$ cat config.mk
export PLATFORM = sky130hd
export DESIGN_NAME = tick_sched
export DESIGN_NICKNAME = d
export VERILOG_FILES = /design/src/rtl/tick_sched.sv
export SDC_FILE = /design/constraint.sdc
export NUM_CORES = 1
export LEC_CHECK = 0
export ABC_AREA = 1
export BUFFER_PORTS_ARGS = -buffer_cell sky130_fd_sc_hd__buf_2
export CELL_PAD_IN_SITES_DETAIL_PLACEMENT = 1
export CELL_PAD_IN_SITES_GLOBAL_PLACEMENT = 1
export CORE_MARGIN = 3
export CORE_UTILIZATION = 36
export CTS_BUF_LIST = sky130_fd_sc_hd__clkbuf_4 sky130_fd_sc_hd__clkbuf_8 sky130_fd_sc_hd__clkbuf_16
export DETAILED_ROUTE_END_ITERATION = 16
export GPL_ROUTABILITY_DRIVEN = 0
export PLACE_DENSITY_LB_ADDON = 0.05
export SETUP_SLACK_MARGIN = 0.5
export SKIP_CTS_REPAIR_TIMING = 1
export SLEW_MARGIN = 20
export SYNTH_ARGS = -nofsm -noshare
export SYNTH_HDL_FRONTEND = slang
export SYNTH_SLANG_ARGS = --single-unit
$ cat constraint.sdc
create_clock -name clk -period 1.9 [get_ports clk]
set_clock_uncertainty 0.2 [all_clocks]
set_input_delay 0.285 -clock clk [delete_from_list [all_inputs] [get_ports clk]]
set_output_delay 0.285 -clock clk [all_outputs]
set_load 0.03 [all_outputs]
$ cat src/rtl/tick_sched.sv
// Programmable tick scheduler: a configurable period counter that emits single-cycle
// tick enables in free-run, one-shot or burst mode, with hold, stop and completion pulse.
module tick_sched #(
  parameter int BITS  = 8,
  parameter int CNT_W = 4
) (
  input  logic             clk,
  input  logic             rst,
  input  logic             cfg_valid,
  output logic             cfg_ready,
  input  logic [BITS-1:0]  cfg_period,
  input  logic [1:0]       cfg_mode,
  input  logic [CNT_W-1:0] cfg_count,
  input  logic             hold,
  input  logic             stop,
  output logic             tick,
  output logic             busy,
  output logic             done,
  output logic [CNT_W-1:0] ticks_left
);

  typedef enum logic {
    IDLE = 1'b0,
    RUN  = 1'b1
  } state_t;

  localparam logic [1:0] MODE_ONESHOT = 2'b01;
  localparam logic [1:0] MODE_BURST   = 2'b10;

  state_t           state, state_n;
  logic [BITS-1:0]  cnt, cnt_n;
  logic [BITS-1:0]  pe, pe_n;
  logic [CNT_W-1:0] left_n;
  logic             done_n;
  logic             at_end;

  // A zero period would never match cnt == pe-1 sensibly; treat it as one.
  function automatic logic [BITS-1:0] clamp_period(input logic [BITS-1:0] p);
    return (p == '0) ? BITS'(1) : p;
  endfunction

  assign at_end    = (cnt == pe - BITS'(1));
  assign tick      = (state == RUN) && !hold && at_end;
  assign busy      = (state == RUN);
  assign cfg_ready = (state == IDLE);

  always_ff @(posedge clk or posedge rst) begin
    if (rst) begin
      state      <= IDLE;
      cnt        <= '0;
      ticks_left <= '0;
      done       <= 1'b0;
    end else begin
      state      <= state_n;
      cnt        <= cnt_n;
      ticks_left <= left_n;
      done       <= done_n;
    end
  end

  // The latched period is only consulted in RUN, which always follows a load.
  always_ff @(posedge clk) begin
    pe <= pe_n;
  end

  always_comb begin
    state_n = state;
    cnt_n   = cnt;
    left_n  = ticks_left;
    done_n  = 1'b0;
    pe_n    = pe;
    case (state)
      IDLE: begin
        if (cfg_valid) begin
          pe_n  = clamp_period(cfg_period);
          cnt_n = '0;
          case (cfg_mode)
            MODE_ONESHOT: left_n = CNT_W'(1);
            MODE_BURST:   left_n = cfg_count;
            default:      left_n = '0;
          endcase
          // An empty burst completes immediately without ever entering RUN.
          if (cfg_mode == MODE_BURST && cfg_count == '0) begin
            done_n = 1'b1;
          end else begin
            state_n = RUN;
          end
        end
      end
      RUN: begin
        if (stop) begin
          state_n = IDLE;
          cnt_n   = '0;
          left_n  = '0;
        end else if (!hold) begin
          if (at_end) begin
            cnt_n = '0;
            // Free-run carries ticks_left == 0, so a nonzero count marks a counted run.
            if (ticks_left != '0) begin
              left_n = ticks_left - CNT_W'(1);
              if (ticks_left == CNT_W'(1)) begin
                state_n = IDLE;
                done_n  = 1'b1;
              end
            end
          end else begin
            cnt_n = cnt + BITS'(1);
          end
        end
      end
      default: begin
        state_n = IDLE;
      end
    endcase
  end

endmodule
==> impl_metrics.ini <==
[routing]
wirelength_mm = 4.212
drcViolationCount = 0
ant_nets = 0
drt_iter0_markers = 57
firstDrtPassIters = 4
vias_per_cell = 4.951
routedWlPerCell_um = 14.78
vias = 1411

[global_routing]
grt_overflow = 0
grt_pass1_vias = 1468
grt_pass1_wl_mm = 6.520
grt_max_degree = 15
grt_usage_pct = 16.95
antenna_found_initial = 0

[cts]
htreeDepth = 1
tritoncts = done
clk_latency_ns = 0.27
clkTransAtPathRegs_ns = 0.08
cts_inserted_buffers = 3
root_buffer = clkbuf_8
clock_sinks = 22
cts_max_path_buffers = 2

[logic_synthesis]
syn_nets = 214
yosys_warnings = 0
syn_area_per_cell_um2 = 7.760
seq_area_frac_synth_pct = 40.48
synth_cells = 188
synth_area_um2 = 1459
yosysUniqueCellTypes = 30
ys_ff_latch = 22

[sta]
maxSlewHeadroom_pct = 59.29
worstMarginPinSlew_ns = 0.6099
finalHoldViolCount = 0
fmax_mhz = 418.8
whs_ns = 0.008719
rsz0062_at_grt = true
setup_viol = 15
layout_min_cycle_time_ns = 2.388
finalCritPeriodShare_pct = 125.7
report.final.slew_viol_count = 0
fin_ws_ns = -0.4877

[min_path]
min-delay-start = cfg_period[4]
whs_path_depth = 1
whs_endpoint = pe[4]$_SDFFCE_PN0P_
hp-class = in2reg

[finish]
layout_common_cells = nand2_1, buf_2, buf_4
layout_commonest_cell = nand2_1
fin_area_um2 = 2063
final_core_util_pct = 54.71
fillers = 459
drive_above_1_share_pct = 36.29
n_antenna_cell = 0
multi_input_area_um2 = 844.6
nets = 264
regArea_um2 = 594.3
syn_to_final_growth_pct = 41.42

[die]
core_area_um2 = 3771
start_util_pct = 38.69
row_count = 22
die_area_um2 = 4853
dieHeight_um = 69.66
num_io_pins = 27
die_w_um = 69.66

[critical_path]
cp-start-kind = flip-flop
crit_required_ns = 1.41
worst-setup-path-type = reg2out
rr_worst_depth = 16
r2r_slack_ns = -0.26
r2r_end = ticks_left[3]$_DFFE_PP0P_
worstPathMaxFanout = 2
r2r_start = pe[0]$_SDFFCE_PN1P_
cp-end-kind = output pin
crit_arrival_ns = 1.90

[power]
ir_drop_mv = 0.3304
power_mw = 1.697
power_leakage_nw = 0.9607
powerDensity_nw_per_um2 = 822.6

[placed_design]
post_dp_cell_area_um2 = 1797
dp_hpwl_mm = 3.169
place_ws_ns = -0.2630
portBuffers = 26

[outcome]
status = finished, violations left
violations = negative setup slack

[job]
drv_cap = 0
## registers in the layout (all words and copies together), names as in the netlist
name / cells
ticks_left: 4
done: 1
cnt: 8
busy: 1
pe: 8
## layer usage
layer / vias to the layer above / track usage [%] / wire length, um
li1: 710 / - / -
met1: 670 / 21.06 / 1822
met2: 24 / 29.66 / 2212
met3: 7 / 2.754 / 108
met4: 0 / 5.745 / 70
met5: - / 0 / 0
## power by group
| part | internal (mW) | leakage (nW) | switching (mW) | total (mW) |
|---|---|---|---|---|
| clock | 0.282 | 0.0357 | 0.168 | 0.450 |
| combinational | 0.252 | 0.664 | 0.367 | 0.619 |
| sequential | 0.553 | 0.261 | 0.0760 | 0.629 |
## cells by family after synthesis
group                    share of synthesized area, %
AND/OR/NAND/NOR                                 31.05
buffers and inverters                           8.319
flip-flops                                      40.48
AO/OA/AOI/OAI                                   8.148
XOR/XNOR                                        6.004
adder cells (fa/ha/maj)                         6.003
## cell usage after synthesis (all sizes together)
| cell | count | area share [%] |
|---|---|---|
| o22ai | 1 | 0.43 |
| clkbuf | 7 | 1.8 |
| a21oi | 9 | 3.9 |
| a21o | 1 | 0.51 |
| o21ai | 6 | 2.1 |
| nor3 | 2 | 0.69 |
| dfrtp | 14 | 24 |
| nand3b | 1 | 0.51 |
| nor2 | 22 | 7.0 |
| xor2 | 8 | 4.8 |
| xnor2 | 2 | 1.2 |
| nand2 | 52 | 14 |
| o32ai | 1 | 0.60 |
| ha | 7 | 6.0 |
| edfxtp | 8 | 16 |
| nor3b | 1 | 0.51 |
| nand3 | 14 | 5.1 |
| a32o | 1 | 0.69 |
| inv | 21 | 5.4 |
| buf | 2 | 1.1 |
| nand4 | 6 | 2.6 |
| nor4 | 2 | 0.86 |
## worst max-delay path by stage
stage                        start    to  slack (ns)  depth (start not counted)
4_1_cts        pe[0]$_SDFFCE_PN1P_  tick       -0.58                         12
5_1_grt        pe[0]$_SDFFCE_PN1P_  tick       -0.64                         12
2_1_floorplan  pe[0]$_SDFFCE_PN1P_  tick       -0.13                         11
6_report       pe[0]$_SDFFCE_PN1P_  tick       -0.49                         12
3_5_place_dp   pe[0]$_SDFFCE_PN1P_  tick       -0.26                         12
3_3_place_gp   pe[0]$_SDFFCE_PN1P_  tick       -0.21                         12
## area by class of cell
cell class              instances  area share [%]
multi-input cells             136           40.93
flip-flops and latches         22           28.81
repair buffers                 54           19.83
inverters                      21           4.063
well taps                      48           2.911
clock buffers                   3           2.001
clock inverters                 1           1.455
## critical path, stage by stage (launching register included)
cell	delay [ns]
edfxtp_1	0.42
inv_2	0.10
ha_4	0.20
inv_2	0.05
nand2_2	0.04
nand2_1	0.06
nand2_1	0.05
nor2_1	0.08
nand3_1	0.08
nor2_2	0.12
nand2_2	0.09
nor3_4	0.17
buf_6	0.15
## metrics by stage
| stage | TNS (ns) | instances |
|---|---|---|
| 6_report | -3.252 | 285 |
| 5_1_grt | -5.496 | 285 |
| 4_1_cts | -3.263 | 273 |
| 3_5_place_dp | -2.684 | 269 |
| 3_3_place_gp | -1.889 | 269 |
| 2_1_floorplan | -0.1255 | 188 |
No activity file was read; power rests on OpenSTA's default activity.
